==> config.mk <==
export PLATFORM = sky130hd
export DESIGN_NAME = prog_switch_box
export DESIGN_NICKNAME = d
export VERILOG_FILES = /design/src/rtl/fabric_pkg.sv /design/src/rtl/cfg_shadow_chain.sv /design/src/rtl/prog_switch_box.sv
export SDC_FILE = /design/constraint.sdc
export NUM_CORES = 1
export LEC_CHECK = 0
export CORE_UTILIZATION = 59
export CTS_BUF_LIST = sky130_fd_sc_hd__clkbuf_8
export DETAILED_ROUTE_END_ITERATION = 8
export HOLD_SLACK_MARGIN = 0.08
export PLACE_DENSITY_LB_ADDON = 0.12
export SYNTH_ARGS = -nofsm -noshare
export SYNTH_HDL_FRONTEND = slang
export SYNTH_SLANG_ARGS = --single-unit
==> constraint.sdc <==
create_clock -name prog_clk -period 2.8 [get_ports prog_clk]
set_clock_uncertainty 0.1 [all_clocks]
set_input_delay 0.56 -clock prog_clk [delete_from_list [all_inputs] [get_ports prog_clk]]
set_output_delay 0.56 -clock prog_clk [all_outputs]
set_load 0.02 [all_outputs]
==> src/rtl/fabric_pkg.sv <==
`default_nettype none
// ============================================================================
// Module   : fabric_pkg
// Purpose  : Constants and helpers shared by the routing fabric blocks.
//            - Select encodings for a switch-box output track.
//            - Side numbering.
//            - Topology identifiers.
//            - Source-track index function.
// Ports    : none (package)
// Revision : 1.0 - initial release
// ============================================================================
package fabric_pkg;

    // Per-track select field values
    localparam logic [1:0] SEL_OFF = 2'd0;
    localparam logic [1:0] SEL_CW  = 2'd1;
    localparam logic [1:0] SEL_OPP = 2'd2;
    localparam logic [1:0] SEL_CCW = 2'd3;

    // Side indices, numbered clockwise so that (side + sel) % 4 is the source
    localparam int SIDE_L    = 0;
    localparam int SIDE_T    = 1;
    localparam int SIDE_R    = 2;
    localparam int SIDE_B    = 3;
    localparam int NUM_SIDES = 4;

    // Topologies
    localparam int TOPO_DISJOINT = 0;
    localparam int TOPO_WILTON   = 1;

    // Track index on the source side that feeds output track i.
    // Wilton rotates the index on turns and keeps it on straight-through paths.
    function automatic int src_track_idx(input int topo, input logic [1:0] sel,
                                         input int i, input int width);
        int idx;
        idx = i;
        if (topo == TOPO_WILTON) begin
            if (sel == SEL_CW) begin
                idx = (i + 1) % width;
            end else if (sel == SEL_CCW) begin
                idx = (i + width - 1) % width;
            end
        end
        return idx;
    endfunction

endpackage
`default_nettype wire

==> src/rtl/cfg_shadow_chain.sv <==
`default_nettype none
// ============================================================================
// Module   : cfg_shadow_chain
// Purpose  : Double-buffered serial configuration store.
//            - A shadow register shifts on i_prog_en and daisy-chains through
//              i_prog_in / o_prog_out.
//            - A commit copies the shadow into the active register only when
//              exactly CFG_BITS bits were shifted since the last commit attempt.
// Ports    : i_clk, i_rst_n (sync, active-low), i_prog_in, i_prog_en,
//            i_prog_commit, o_prog_out, o_active[CFG_BITS], o_cfg_valid,
//            o_cfg_err (sticky until the next accepted commit)
// Revision : 1.0 - initial release
// ============================================================================
module cfg_shadow_chain #(
    parameter int CFG_BITS = 24
) (
    input  logic                i_clk,
    input  logic                i_rst_n,
    input  logic                i_prog_in,
    input  logic                i_prog_en,
    input  logic                i_prog_commit,
    output logic                o_prog_out,
    output logic [CFG_BITS-1:0] o_active,
    output logic                o_cfg_valid,
    output logic                o_cfg_err
);

    // Counter must hold CFG_BITS+1 so that an overshift stays distinguishable
    localparam int                 c_CNT_W    = $clog2(CFG_BITS + 2);
    localparam logic [c_CNT_W-1:0] c_CNT_FULL = c_CNT_W'(CFG_BITS);
    localparam logic [c_CNT_W-1:0] c_CNT_SAT  = c_CNT_W'(CFG_BITS + 1);

    logic [CFG_BITS-1:0] r_shadow;
    logic [CFG_BITS-1:0] r_active;
    logic [c_CNT_W-1:0]  r_cnt;
    logic                r_valid;
    logic                r_err;
    logic                w_commit_ok;

    // A commit that collides with a shift is always rejected
    assign w_commit_ok = i_prog_commit && !i_prog_en && (r_cnt == c_CNT_FULL);

    always_ff @(posedge i_clk) begin
        if (!i_rst_n) begin
            r_shadow <= '0;
            r_active <= '0;
            r_cnt    <= '0;
            r_valid  <= 1'b0;
            r_err    <= 1'b0;
        end else begin
            if (i_prog_en) begin
                r_shadow <= {i_prog_in, r_shadow[CFG_BITS-1:1]};
            end

            if (i_prog_commit) begin
                r_cnt <= '0;
            end else if (i_prog_en && (r_cnt != c_CNT_SAT)) begin
                r_cnt <= r_cnt + c_CNT_W'(1);
            end

            if (w_commit_ok) begin
                r_active <= r_shadow;
                r_valid  <= 1'b1;
                r_err    <= 1'b0;
            end else if (i_prog_commit) begin
                r_err    <= 1'b1;
            end
        end
    end

    // The first bit shifted in reaches bit 0 after CFG_BITS shifts and leaves
    // on the next one, giving a chain delay of exactly CFG_BITS shifts.
    assign o_prog_out  = r_shadow[0];
    assign o_active    = r_active;
    assign o_cfg_valid = r_valid;
    assign o_cfg_err   = r_err;

endmodule
`default_nettype wire

==> src/rtl/prog_switch_box.sv <==
`default_nettype none
// ============================================================================
// Module   : prog_switch_box
// Purpose  : Programmable four-sided switch box, WIDTH tracks per side.
//            - Each output track picks the clockwise-next, opposite or
//              counter-clockwise-next input side, or is switched off.
//            - Disjoint or Wilton track indexing.
//            - Optional registered outputs.
// Ports    : prog_clk, prog_rst_n (sync, active-low), prog_in, prog_en,
//            prog_commit, prog_out, cfg_valid, cfg_err,
//            {l,t,r,b}_in[WIDTH], {l,t,r,b}_out[WIDTH], {l,t,r,b}_oe[WIDTH]
// Revision : 1.0 - initial release
// ============================================================================
module prog_switch_box
    import fabric_pkg::*;
#(
    parameter int WIDTH    = 3,
    parameter int TOPOLOGY = 0,
    parameter int REG_OUT  = 0
) (
    input  logic             prog_clk,
    input  logic             prog_rst_n,
    input  logic             prog_in,
    input  logic             prog_en,
    input  logic             prog_commit,
    output logic             prog_out,
    output logic             cfg_valid,
    output logic             cfg_err,
    input  logic [WIDTH-1:0] l_in,
    input  logic [WIDTH-1:0] t_in,
    input  logic [WIDTH-1:0] r_in,
    input  logic [WIDTH-1:0] b_in,
    output logic [WIDTH-1:0] l_out,
    output logic [WIDTH-1:0] t_out,
    output logic [WIDTH-1:0] r_out,
    output logic [WIDTH-1:0] b_out,
    output logic [WIDTH-1:0] l_oe,
    output logic [WIDTH-1:0] t_oe,
    output logic [WIDTH-1:0] r_oe,
    output logic [WIDTH-1:0] b_oe
);

    localparam int CFG_BITS = 8 * WIDTH;

    logic [CFG_BITS-1:0]                w_active;
    logic [NUM_SIDES-1:0][WIDTH-1:0]    w_side_in;
    logic [NUM_SIDES-1:0][WIDTH-1:0]    w_route_out;
    logic [NUM_SIDES-1:0][WIDTH-1:0]    w_route_oe;
    logic [NUM_SIDES-1:0][WIDTH-1:0]    w_out;
    logic [NUM_SIDES-1:0][WIDTH-1:0]    w_oe;

    assign w_side_in = {b_in, r_in, t_in, l_in};

    cfg_shadow_chain #(
        .CFG_BITS (CFG_BITS)
    ) u_cfg (
        .i_clk         (prog_clk),
        .i_rst_n       (prog_rst_n),
        .i_prog_in     (prog_in),
        .i_prog_en     (prog_en),
        .i_prog_commit (prog_commit),
        .o_prog_out    (prog_out),
        .o_active      (w_active),
        .o_cfg_valid   (cfg_valid),
        .o_cfg_err     (cfg_err)
    );

    // Source side and track for every (side, track, select) combination are
    // elaboration-time constants, so each output reduces to a 3:1 mux.
    for (genvar s = 0; s < NUM_SIDES; s++) begin : g_side
        for (genvar i = 0; i < WIDTH; i++) begin : g_track
            localparam int c_SIDE_CW  = (s + 1) % NUM_SIDES;
            localparam int c_SIDE_OPP = (s + 2) % NUM_SIDES;
            localparam int c_SIDE_CCW = (s + 3) % NUM_SIDES;
            localparam int c_IDX_CW   = src_track_idx(TOPOLOGY, SEL_CW,  i, WIDTH);
            localparam int c_IDX_OPP  = src_track_idx(TOPOLOGY, SEL_OPP, i, WIDTH);
            localparam int c_IDX_CCW  = src_track_idx(TOPOLOGY, SEL_CCW, i, WIDTH);

            logic [1:0] w_sel;
            assign w_sel = w_active[2*(s*WIDTH+i) +: 2];

            assign w_route_out[s][i] =
                (w_sel == SEL_CW)  ? w_side_in[c_SIDE_CW][c_IDX_CW]   :
                (w_sel == SEL_OPP) ? w_side_in[c_SIDE_OPP][c_IDX_OPP] :
                (w_sel == SEL_CCW) ? w_side_in[c_SIDE_CCW][c_IDX_CCW] :
                                     1'b0;
            assign w_route_oe[s][i] = (w_sel != SEL_OFF);
        end
    end

    if (REG_OUT != 0) begin : g_reg_out
        logic [NUM_SIDES-1:0][WIDTH-1:0] r_out;
        logic [NUM_SIDES-1:0][WIDTH-1:0] r_oe;

        always_ff @(posedge prog_clk) begin
            if (!prog_rst_n) begin
                r_out <= '0;
                r_oe  <= '0;
            end else begin
                r_out <= w_route_out;
                r_oe  <= w_route_oe;
            end
        end

        assign w_out = r_out;
        assign w_oe  = r_oe;
    end else begin : g_comb_out
        assign w_out = w_route_out;
        assign w_oe  = w_route_oe;
    end

    assign l_out = w_out[SIDE_L];
    assign t_out = w_out[SIDE_T];
    assign r_out = w_out[SIDE_R];
    assign b_out = w_out[SIDE_B];
    assign l_oe  = w_oe[SIDE_L];
    assign t_oe  = w_oe[SIDE_T];
    assign r_oe  = w_oe[SIDE_R];
    assign b_oe  = w_oe[SIDE_B];

endmodule
`default_nettype wire

After elaboration in Yosys (flattened, before gate mapping)
Index checks and enable logic that the tools add are counted.
{"block": "totals", "register_bits": 55, "word_cells": 99, "out_inout_bits": 27, "mem_bits_rw": 0, "romBits": 0, "latch_bits": 0, "memories": 0}
{"block": "classes", "div": 0, "n_mul": 0, "n_bitwise": 1, "muxes": 36, "n_reduce_logical": 18, "n_addsub": 1, "n_lt_le_gt_ge": 0, "eq_ne": 38, "shift": 0}
{"cell": "$eq 2x2->1 const B", "count": 24}
{"cell": "$mux 1", "count": 36}
{"cell": "$eq 2x1->1 const B", "count": 12}
{"cell": "$reduce_bool 2->1", "count": 12}
{"cell": "$add 5x1->5 const B", "count": 1}
{"cell": "$eq 5x5->1 const B", "count": 1}
{"cell": "$ne 5x5->1 const B", "count": 1}
{"cell": "$reduce_or 2->1", "count": 2}
{"cell": "$logic_and 1x1->1", "count": 3}
{"cell": "$logic_not 1->1", "count": 1}
{"cell": "$not 1->1", "count": 1}

Logic depth before layout (Yosys ltp)
Gate-level depths: netlist of the first run.
{"block": "depth", "ltp_word": 4, "depth_mapped": 7, "mapped_depth_nobuf": 5}

Cells and area by module
A second synthesis of the first run with hierarchy kept.
{"block": "unflattened", "cells_unflattened": 267, "hier_area_um2": 2577.5}
{"mod": "cfg_shadow_chain", "seq_area_each_um2": 1101.1, "instances": 1, "area_each_um2": 2217.1, "cells_each": 219}
{"mod": "prog_switch_box", "seq_area_each_um2": 0.0, "instances": 1, "area_each_um2": 360.3, "cells_each": 48}

Worst setup path before layout of the first run
No wires, ideal clock.
{"block": "synth_path", "kind": "input to output", "from": "input port r_in[0]", "to": "output port b_out[0]", "n_path_buf": 0, "required_ns": 2.140, "setup_slack_ns": 1.058, "t_arrival_ns": 1.082, "path_stages": 3, "cell_sequence": "mux2_2 > nand2_1 > o21ai_0"}
{"block": "synth_between", "elab_chain_cells": 3}
{"element": "start, declared", "line_no": "prog_switch_box.sv:31", "source": "input logic [WIDTH-1:0] r_in,"}
{"element": "$mux 1", "line_no": "prog_switch_box.sv:85", "source": "(w_sel == SEL_CCW) ? w_side_in[c_SIDE_CCW][c_IDX_CCW] :"}
{"element": "$mux 1", "line_no": "prog_switch_box.sv:84", "source": "(w_sel == SEL_OPP) ? w_side_in[c_SIDE_OPP][c_IDX_OPP] :"}
{"element": "$mux 1", "line_no": "prog_switch_box.sv:83", "source": "(w_sel == SEL_CW) ? w_side_in[c_SIDE_CW][c_IDX_CW] :"}
{"element": "end, declared", "line_no": "prog_switch_box.sv:36", "source": "output logic [WIDTH-1:0] b_out,"}
Every way passes these cells.

Final worst setup path of the first run
{"block": "layout_path", "from": "input port b_in[1]", "to": "output port t_out[1]"}
{"block": "layout_between", "elab_chain_cells": 2}
{"element": "start, declared", "line_no": "prog_switch_box.sv:32", "source": "input logic [WIDTH-1:0] b_in,"}
{"element": "$mux 1", "line_no": "prog_switch_box.sv:84"}
{"element": "$mux 1", "line_no": "prog_switch_box.sv:83"}
{"element": "end, declared", "line_no": "prog_switch_box.sv:34", "source": "output logic [WIDTH-1:0] t_out,"}
Every way passes these cells.

==> results.tsv, run 1 <==
metric	value	unit
crit_path_top_delay_cell	clkdlybuf4s50_1	
grt_first_pass_wirelength	7340	um
worstHoldPathCells	1	
required	2140	ps
reg2reg_slack	1220	ps
cp-start-kind	input pin	
cp-end-kind	primary output	
start_util	63.0	%
register_area	1100	um^2
grt_max_degree	74	
crit_fanout	3	
yosys_warnings	0	
setup_tns	0	ps
rsz0062_at_grt	false	
cts_post_setup_buffers_inserted	0	
fin_crit_sh	97.9	%
cts.clk_slew.worst_paths	80	ps
post_cts_resized	0	
ant_nets	0	
synth_fa_ha_area_share	1.45	%
timing.fmax	365	MHz
maxCapViolations	0	
area_delta_synth_final	18.9	%
postSynthNetCount	300	
grt_use_total	21.5	%
synthCells	280	
synthXorXnorAreaFrac	0.676	%
holdCritPathClass	reg2reg	
synth_top_area_cell	dfxtp_1	
cts_root_buffer	clkbuf_8	
row_count	23	
drc	0	
synth-compound-area-share	3.67	%
holdBufCountCts	0	
cts_tree	done	
place_inst	362	
synth_top_family_by_area	multiplexers	
stdcell_count	369	
vias	1914	
cts_buffers	5	
fillCellCount	333	
r2r_cells	6	
clk_latency	300	ps
drt_first_pass_iters	4	
fp.dieArea	4660	um^2
clock-sinks	55	
cts_htree_levels	2	
min_period	2740	ps
hpwl	3470	um
via_per_inst	5.19	
synth_top_area_share	42.5	%
crit_type	in2out	
path_cells	clkdlybuf4s50_1, nand2_1, o21ai_0, clkdlybuf4s50_1	
synth.area.top_cells	dfxtp_1, mux2i_1, nand2_1, nor2b_1, mux2_2	
yosysSeqAreaShare	42.5	%
leakage	1.11	nW
relSlewSlack	60.0	%
pin_count	44	
cpPeakStageDelay	670	ps
setup_viol	0	
report.final.slew_viol_count	0	
fp.dieW	68.3	um
r2r_start	u_cfg.r_cnt[0]$_SDFFE_PP0P_	
multi_input_area	1370	um^2
worst_pin_slew	599	ps
grt_antenna_before_repair	0	
gp_congestion	0.737	
status	finished, final reports clean	
hold_violations	0	
postLayoutCellArea	3080	um^2
synth_area	2590	um^2
cpMostUsedCell	clkdlybuf4s50_1	
die_h	68.3	um
cp_top_family	buffers and inverters	
ys_types	22	
cp_num_buf_inv	2	
grt_util_met3	5.33	%
fin_hold_ws	373	ps
n_antenna_cell	0	
grtUsageMet2	33.7	%
crit_arrival	2080	ps
final_nets	339	
place_area	2990	um^2
cts_max_path_buffers	2	
hp-start	u_cfg.o_cfg_valid$_SDFFE_PN0P_	
core_area	4120	um^2
syn-mean-instance-area	9.25	um^2
globalRouteMet1Util	29.0	%
grt.busiest_layer	met2	
synth_seq_cells	55	
worstHoldEndpoint	u_cfg.o_cfg_valid$_SDFFE_PN0P_	
vdd_drop_max	0.280	mV
port_buffers	43	
powerDensity	424	nW/um^2
reg2reg_to	u_cfg.o_active[10]$_SDFFE_PN0P_	
dr.first_iter.drc_count	78	
wl_per_cell	12.8	um
synth_mux_area_share	23.8	%
drive_above_1_share	11.9	%
routed_wirelength	4740	um
grt_remaining_overflow	0	
grt_pass1_vias	1615	
synthSimpleGateAreaFrac	23.4	%
flip-flops by register name (all words and copies together), names as in the netlist:
name	count
u_cfg.r_cnt	5
u_cfg.r_shadow	24
u_cfg.o_cfg_err	1
u_cfg.o_cfg_valid	1
u_cfg.o_active	24
where the power goes:
group | switching (W) | internal [W]
clock | 0.000238 | 0.000195
combinational | 0.0000417 | 0.0000431
sequential | 0.00000291 | 0.000785
metrics by stage:
step	utilization, %	setup slack (ps)	power (W)
3_5_place_dp	72.7	99.4	0.000891
4_1_cts	74.9	81.6	0.00132
2_1_floorplan	-	1060	0.000858
3_3_place_gp	72.7	90.2	0.000891
5_1_grt	74.9	18.9	0.00135
6_report	74.9	58.3	0.00131
layer usage:
layer  share of wire [%]  wire length (um)  vias up
li1                    -                 -     1003
met1                  50              2390      879
met2                  45              2150       27
met3                 3.0               142        5
met4                 1.1                53        0
met5                   0                 0        -
area by class of cell:
cell class | count | area share (%)
multi-input combinational | 208 | 44.5
sequential | 55 | 35.7
timing repair buffer | 47 | 14.6
clock buffer | 6 | 2.68
tap | 50 | 2.03
inverter | 2 | 0.244
clock inverter | 1 | 0.162
how the worst max path moves through the flow:
stage	start	endpoint	slack, ps	cells past startpoint
after CTS	r_in[1]	t_out[1]	80	5
after floorplan	r_in[0]	b_out[0]	1060	3
after global placement	r_in[1]	t_out[1]	90	5
after global routing	r_in[1]	b_out[1]	20	5
after detailed placement	r_in[2]	b_out[2]	100	5
final	b_in[1]	t_out[1]	60	4
worst register-to-register path, stage by stage (launching register included):
cell and delay, ps:
dfxtp_1 350, inv_1 110, ha_1 150, nand2_1 80, nor4_4 160, buf_4 330, mux2i_1 240
cell usage after synthesis:
| cell type | n |
|---|---|
| nand4_1 | 4 |
| a21oi_1 | 1 |
| clkbuf_1 | 5 |
| mux2_2 | 12 |
| buf_2 | 6 |
| inv_1 | 2 |
| buf_12 | 2 |
| o21a_1 | 1 |
| nand2b_1 | 1 |
| mux2i_1 | 48 |
| a211o_1 | 2 |
| dfxtp_1 | 55 |
| or2_2 | 12 |
| o21ai_0 | 13 |
| nor2b_1 | 25 |
| nand4b_1 | 2 |
| nor2_1 | 3 |
| xor2_1 | 2 |
| ha_1 | 3 |
| nand2_1 | 78 |
| buf_6 | 2 |
| nor4_4 | 1 |
cell families (layout without fill, tap and decap cells):
family / Yosys count / after routing
simple gates: 126 / 126
mux: 60 / 60
flops: 55 / 55
compound gates: 17 / 17
buf+inv: 17 / 56
fa+ha+maj: 3 / 3
xor+xnor: 2 / 2
layout by cell type, fill, tap and decap left out, types with 3 or more instances in the layout:
| master | Yosys | routed |
|---|---|---|
| buf_4 | 0 | 4 |
| clkbuf_8 | 0 | 6 |
| clkdlybuf4s50_1 | 0 | 41 |
| dfxtp_1 | 55 | 55 |
| ha_1 | 3 | 3 |
| mux2_2 | 12 | 12 |
| mux2i_1 | 48 | 48 |
| nand2_1 | 78 | 78 |
| nand4_1 | 4 | 4 |
| nor2_1 | 3 | 3 |
| nor2b_1 | 25 | 25 |
| o21ai_0 | 13 | 13 |
| or2_2 | 12 | 12 |
Note: power is estimated with default switching activity, not from simulation.
==> run 2: changes to the inputs <==
- CELL_PAD_IN_SITES_DETAIL_PLACEMENT: unset -> 0
- CELL_PAD_IN_SITES_GLOBAL_PLACEMENT: unset -> 1
- CORE_UTILIZATION: 59 -> 45
==> run 2 against run 1 <==
Cell area grew 1.1%. Final cell count is 6.2% higher. Sequential power about the same. Utilization shrank 19 points. Worst hold slack improved by 7.0 ps. Power rose by 1.5%. Clock power rose by 4.8%. First-iteration DRC count decreased by 12%. Sequential cell count did not move. Routed wire length fell by 0.99%. Setup slack better by 51 ps. Fmax up 1.9%. Critical path type unchanged. Largest cell class unchanged. Largest power group unchanged.
==> results.tsv, run 2 (synthesis results as in run 1) <==
metric	value	unit	change
status	finished, final reports clean		unchanged
min_period	2690	ps	was 2740 ps
crit_type	in2out		unchanged
hpwl	3220	um	was 3470 um
drive_above_1_share	11.9	%	about the same
clk_latency	310	ps	was 300 ps
post_cts_resized	0		unchanged
intPower	0.00103	W	was 0.00102 W
vdd_drop_max	0.226	mV	was 0.280 mV
setup_tns	0	ps	unchanged
required	2140	ps	about the same
stdcell_count	392		was 369
grt_remaining_overflow	0		unchanged
pin_count	44		unchanged
fp.dieW	77.9	um	was 68.3 um
crit_fanout	3		unchanged
area_delta_synth_final	20.2	%	was 18.9%
clock-sinks	55		unchanged
via_per_inst	4.77		was 5.19
fin_crit_sh	96.1	%	was 97.9%
grt_max_degree	75		was 74
grt_antenna_before_repair	0		unchanged
power_frac_clock	34.2	%	was 33.2%
setup_viol	0		unchanged
utilization	56.2	%	was 74.9%
place_inst	384		was 362
rsz0062_at_grt	false		unchanged
cts_buffers	5		unchanged
ant_nets	0		unchanged
worst_pin_slew	612	ps	was 599 ps
dr.first_iter.drc_count	69		was 78
reg2reg_to	u_cfg.o_active[16]$_SDFFE_PN0P_		was u_cfg.o_active[10]$_SDFFE_PN0P_
gp_congestion	0.764		was 0.737
core_area	5540	um^2	was 4120 um^2
timing.fmax	372	MHz	was 365 MHz
cts_htree_levels	2		unchanged
pre_cts_ws	98.9	ps	was 99.4 ps
fp.dieArea	6070	um^2	was 4660 um^2
worstHoldEndpoint	u_cfg.o_cfg_valid$_SDFFE_PN0P_		unchanged
cts_root_buffer	clkbuf_8		unchanged
drt_first_pass_iters	4		unchanged
routed_wirelength	4690	um	was 4740 um
leakage	1.11	nW	about the same
worstHoldPathCells	1		unchanged
cts.clk_slew.worst_paths	100	ps	was 80 ps
drc	0		unchanged
finalPower	0.00133	W	was 0.00131 W
crit_arrival	2030	ps	was 2080 ps
finalWorstSetupSlack	109	ps	was 58.3 ps
combPwrFrac	6.3	%	was 6.5%
final_nets	339		unchanged
relSlewSlack	59.2	%	was 60.0%
seqPwrFrac	59.5	%	was 60.4%
cp-start-kind	input pin		unchanged
layout_commonest_cell	nand2_1		unchanged
grt_first_pass_wirelength	8380	um	was 7340 um
cp-end-kind	primary output		unchanged
grt_use_total	17.5	%	was 21.5%
maxCapViolations	0		unchanged
port_buffers	43		unchanged
grt_pass1_vias	1771		was 1615
cts_max_path_buffers	2		unchanged
hp-start	u_cfg.o_cfg_valid$_SDFFE_PN0P_		unchanged
r2r_cells	6		unchanged
switching_power	0.000297	W	was 0.000283 W
report.final.slew_viol_count	0		unchanged
start_util	46.8	%	was 63.0%
cts_post_setup_buffers_inserted	0		unchanged
vias	1871		was 1914
reg2reg_slack	1200	ps	was 1220 ps
row_count	27		was 23
holdBufCountCts	0		unchanged
p_sw_share	22.4	%	was 21.7%
wl_per_cell	12.0	um	was 12.8 um
powerDensity	425	nW/um^2	was 424 nW/um^2
final_cell_mix	nand2_1, dfxtp_1, mux2i_1, clkdlybuf4s50_1, nor2b_1		unchanged
die_h	77.9	um	was 68.3 um
holdCritPathClass	reg2reg		unchanged
hold_violations	0		unchanged
cts_tree	done		unchanged
n_antenna_cell	0		unchanged
r2r_start	u_cfg.r_cnt[0]$_SDFFE_PP0P_		unchanged
run 2: cell types whose count changed in the layout (fill, tap and decap cells not counted), sizes merged:
cell	previous run	this run
inv	2	3
run 2: routing by layer:
metal  wire length [um]  track usage [%]  part of all wire [%]
met3                250             5.76                   5.3
met4                 60             6.23                   1.3
met1               2500             24.3                    53
met2               1890             24.9                    40
met5                  0                0                     0
run 2: power groups by stage:
stage | sequential (W) | clock, W | combinational [W]
after floorplan | 0.000807 | 0 | 0.0000508
after global placement | 0.000806 | 0 | 0.0000847
after detailed placement | 0.000806 | 0 | 0.0000841
after CTS | 0.000788 | 0.000473 | 0.0000848
after global routing | 0.000789 | 0.000512 | 0.0000912
final | 0.000788 | 0.000454 | 0.0000838
run 2: layout make-up:
| type | count | area, um^2 |
|---|---|---|
| flip-flops and latches | 55 | 1100 |
| multi-input cells | 208 | 1370 |
| fillers | 513 | 2420 |
| inverters | 2 | 7.51 |
| clock buffers | 6 | 82.6 |
| well taps | 72 | 90.1 |
| clock inverters | 2 | 12.5 |
| repair buffers | 47 | 450 |
run 2: worst max-delay path, cell delays in order:
cell and delay, ps:
clkdlybuf4s50_1 500, mux2_2 160, nand2_1 40, o21ai_0 110, clkdlybuf4s50_1 660
run 2: worst max path at each step:
stage,slack [ps],endpoint,startpoint,depth (start not counted)
after floorplan,1060,b_out[0],r_in[0],3
after global placement,90,l_out[1],b_in[1],5
after detailed placement,100,l_out[1],b_in[1],5
after CTS,90,l_out[1],b_in[1],5
after global routing,40,l_out[1],b_in[1],5
final,110,l_out[1],b_in[1],5
run 2: metrics by stage:
stage                     hold slack [ps]  area [um^2]
after floorplan                       350         2590
after global placement                349         3020
after detailed placement              360         3020
after CTS                             384         3120
after global routing                  405         3120
final                                 380         3120
==> RTL change 1: new RTL, config.mk and constraints of run 2 <==
The parameter `REG_OUT` goes from 0 to 1.
--- a/src/rtl/prog_switch_box.sv
+++ b/src/rtl/prog_switch_box.sv
@@ -16,7 +16,7 @@
 #(
     parameter int WIDTH    = 3,
     parameter int TOPOLOGY = 0,
-    parameter int REG_OUT  = 0
+    parameter int REG_OUT  = 1
 ) (
     input  logic             prog_clk,
     input  logic             prog_rst_n,
Formal check against the unedited RTL: same outputs for any inputs over 10 cycles, from zero or initial values and one cycle with prog_rst_n low; that may be too few to reach the edited logic, so the function may still have changed.
==> RTL change 1 against run 2 <==
Via count grew 13%; area after synthesis is 22% higher; sequential cell count grew 24; final area increased by 23%; total power up 48%; setup slack gained 720 ps; register-to-register slack worse by 40 ps; clock power rose by 65%; fmax is 36% higher; wire length grew 15%; combinational power grew 9.4%; non-clock buffer count stayed put; critical path type is now flop to output pin.
==> RTL change 1: results <==
{
  "yosys.area_share.xor_xnor_pct": 0.554,
  "synthTopCellsByArea": "dfxtp_1 50%, mux2i_1 23%, nand2_1 7.6%",
  "synthesis.nets": 326,
  "arrival_ps": 1320,
  "synth-seq-area-share_pct": 50.0,
  "synth_common_cells": "79 x dfxtp_1, 72 x mux2i_1, 64 x nand2_1",
  "drive_above_1_share_pct": 6.27,
  "place_congestion": 0.702,
  "n_fill_cell": 616,
  "p_leak_nw": 1.34,
  "synthAdderAreaFrac_pct": 1.19,
  "drt_wl_total_mm": 5.39,
  "yosysWarnings": 0,
  "hpwl_mm": 3.52,
  "clk_pin_slew_ps": 70,
  "synth_compound_area_share_pct": 3.95,
  "num_vias": 2109,
  "clkLatencyLatePin_ps": 340,
  "status": "completed",
  "ir_drop_uv": 274,
  "muxShareOfSynthArea_pct": 22.8,
  "track_usage_pct": 15.8,
  "swShare_pct": 22.2,
  "cts_buffers": 9,
  "grt_pass1_wl_mm": 9.11,
  "drtIter0Drc": 62,
  "first_global_vias": 1973,
  "nets": 366,
  "crit_family": "buffers and inverters",
  "htree_levels": 3,
  "critPathSlowestCell": "clkdlybuf4s50_1",
  "grt_max_degree": 79
}
[RTL change 1: layer usage]
| layer | vias to the layer above | track usage [%] | wire [µm] |
|---|---|---|---|
| met3 | 9 | 3.95 | 152 |
| met5 | - | 0 | 0 |
| li1 | 1101 | - | - |
| met1 | 969 | 20.7 | 2780 |
| met4 | 0 | 7.73 | 90 |
| met2 | 30 | 24.4 | 2370 |
[RTL change 1: stage by stage]
| step | worst slack [ps] | hold WS, ps | power, mW | instance area (µm²) | std cells |
|---|---|---|---|---|---|
| 6_report | 825 | 365 | 1.97 | 3820 | 447 |
| 5_1_grt | 775 | 388 | 2.05 | 3820 | 447 |
| 4_1_cts | 811 | 370 | 1.99 | 3820 | 447 |
| 3_5_place_dp | 634 | 353 | 1.25 | 3640 | 431 |
| 3_3_place_gp | 690 | 348 | 1.25 | 3640 | 431 |
| 2_1_floorplan | 1300 | 350 | 1.21 | 3160 | 306 |
[RTL change 1: worst reg2reg max path, stage by stage (launching register included)]
cell and delay [ps]:
dfxtp_1 340, inv_1 100, ha_1 160, nand4b_1 150
nor3b_4 260, buf_12 240, mux2i_1 220
[RTL change 1: path summary, 6_finish.rpt]
kind	startpoint	slack, ps	cells past startpoint	end
setup / recovery	u_cfg.r_shadow[0]$_SDFFE_PN0P_	820	1	prog_out
hold / removal	u_cfg.o_cfg_valid$_SDFFE_PN0P_	360	1	u_cfg.o_cfg_valid$_SDFFE_PN0P_
setup reg to reg	u_cfg.r_cnt[0]$_SDFFE_PP0P_	1160	6	u_cfg.o_active[9]$_SDFFE_PN0P_
hold reg to reg	u_cfg.o_cfg_valid$_SDFFE_PN0P_	360	1	u_cfg.o_cfg_valid$_SDFFE_PN0P_
[RTL change 1: cells by family (layout without fill, tap and decap cells)]
family / after synthesis / after routing
flops: 79 / 79
compound gates: 17 / 17
buf+inv: 20 / 65
fa+ha+maj: 3 / 3
xor+xnor: 2 / 2
mux: 72 / 72
simple gates: 113 / 113
[RTL change 1: power groups by stage]
stage / registers (mW) / logic [mW] / clock network (mW)
after global placement: 1.16 / 0.0926 / 0
final: 1.13 / 0.0917 / 0.747
after detailed placement: 1.16 / 0.0920 / 0
after floorplan: 1.16 / 0.0527 / 0
after CTS: 1.13 / 0.0923 / 0.774
after global routing: 1.13 / 0.100 / 0.824
[RTL change 1: final cells by class]
| class | count | area [µm²] | area share (%) |
|---|---|---|---|
| Sequential cell | 79 | 1580 | 41.4 |
| Clock buffer | 11 | 151 | 3.96 |
| Multi-Input combinational cell | 207 | 1460 | 38.2 |
| Tap cell | 96 | 120 | 3.14 |
| Inverter | 2 | 7.51 | 0.197 |
| Timing Repair Buffer | 47 | 475 | 12.4 |
| Clock inverter | 5 | 23.8 | 0.622 |
==> RTL change 2: new RTL, config.mk and constraints of run 2 <==
Made on the original files. Add an input register stage for `b_in`; this delays it by one clock. The other inputs are not delayed to match.
--- a/src/rtl/prog_switch_box.sv
+++ b/src/rtl/prog_switch_box.sv
@@ -42,6 +42,12 @@
 
     localparam int CFG_BITS = 8 * WIDTH;
 
+    logic [WIDTH-1:0] b_q;
+
+    always_ff @(posedge prog_clk) begin
+        b_q <= b_in;
+    end
+
     logic [CFG_BITS-1:0]                w_active;
     logic [NUM_SIDES-1:0][WIDTH-1:0]    w_side_in;
     logic [NUM_SIDES-1:0][WIDTH-1:0]    w_route_out;
@@ -49,7 +55,7 @@
     logic [NUM_SIDES-1:0][WIDTH-1:0]    w_out;
     logic [NUM_SIDES-1:0][WIDTH-1:0]    w_oe;
 
-    assign w_side_in = {b_in, r_in, t_in, l_in};
+    assign w_side_in = {b_q, r_in, t_in, l_in};
 
     cfg_shadow_chain #(
         .CFG_BITS (CFG_BITS)
Function: same outputs for any inputs over 10 cycles, from zero or initial values and one cycle with prog_rst_n low; that may be too few to reach the edited logic, so the function may still have changed.
==> RTL change 2 against run 2 <==
First-iteration DRC count shrank 39%; count of clock-buffer cells in the layout grew 4; global-route usage grew 1.4 points; critical path depth is the same; sequential cell count grew 3; final area grew 7.4%; total power grew 47%; area after synthesis grew 2.3%; die area grew 2.2%; wire length grew 10%; setup slack lost 19 ps; synthesized cell count grew 1.1%.
==> RTL change 2: results <==
{
  "place_inst": 387,
  "first_global_vias": 1939,
  "hold-path-cell-count": 2,
  "use_met2_pct": 28.7,
  "status": "completed",
  "drtIter0Drc": 42,
  "p_leak_nw": 1.22,
  "clkCellAreaFrac_pct": 7.96,
  "track_usage_pct": 18.8,
  "placed_cell_area_mm2": 0.00308,
  "grt_pass1_wl_mm": 8.89,
  "synth_common_cells": "78 x nand2_1, 58 x dfxtp_1, 48 x mux2i_1",
  "n_fill_cell": 551,
  "clock_buffers": 10,
  "grt_use_met1_pct": 24.3,
  "clkLatencyLatePin_ps": 330,
  "grt_max_degree": 68,
  "synthesis.nets": 303,
  "synth-seq-area-share_pct": 43.8,
  "p_sw_mw": 0.368,
  "vias_per_cell": 4.86,
  "hold_path_startpoint": "u_cfg.r_shadow[7]$_SDFFE_PN0P_",
  "chipWidth_um": 78.8,
  "layout.nonclk_buf_share_pct": 13.5,
  "drt_wl_total_mm": 5.17
}
RTL change 2: cell types whose count changed in the layout (fill, tap and decap cells not counted):
cell,run 2,this run
bufinv_16,0,4
clkinv_2,0,1
clkbuf_8,6,10
clkinv_4,1,0
dfxtp_1,55,58
RTL change 2: per-stage QoR:
| step | util [%] | setup slack [ps] | hold slack [ps] |
|---|---|---|---|
| after floorplan | - | 1060 | 350 |
| after global placement | 54.9 | 79.1 | 346 |
| after detailed placement | 54.9 | 77.4 | 357 |
| after CTS | 59.7 | 58.7 | 373 |
| after global routing | 59.7 | 21.9 | 397 |
| final | 59.7 | 90.1 | 369 |
RTL change 2: power groups by stage:
stage | logic [mW] | registers (mW) | clock network (mW)
detailed placement | 0.0832 | 0.854 | 0
floorplan | 0.0508 | 0.854 | 0
global route | 0.0912 | 0.835 | 1.09
global placement | 0.0831 | 0.854 | 0
finish | 0.0830 | 0.836 | 1.02
CTS | 0.0837 | 0.836 | 1.05
RTL change 2: cell families (layout without fill, tap and decap cells):
logic type | after synthesis | count (layout) | share of synthesized area, %
xor gates and xnor gates | 2 | 2 | 0.661
AOI/OAI and AO/OA | 17 | 17 | 3.59
DFF | 58 | 58 | 43.8
and+or+nand+nor | 126 | 126 | 22.8
buffers and inverters | 17 | 65 | 4.48
adders and majority gates | 3 | 3 | 1.42
muxes | 60 | 60 | 23.2
RTL change 2: worst max path at each step:
stage / slack (ps) / cells after the start / to
floorplan: 1060 / 3 / b_out[0]
global placement: 80 / 5 / t_out[0]
detailed placement: 80 / 5 / t_out[0]
CTS: 60 / 5 / t_out[0]
global route: 20 / 5 / t_out[0]
finish: 90 / 5 / t_out[0]
RTL change 2: worst max-delay path, cell delays in order:
cell             delay (ps)
clkdlybuf4s50_1         510
mux2_2                  160
nand2_1                  40
o21ai_0                 120
clkdlybuf4s50_1         660
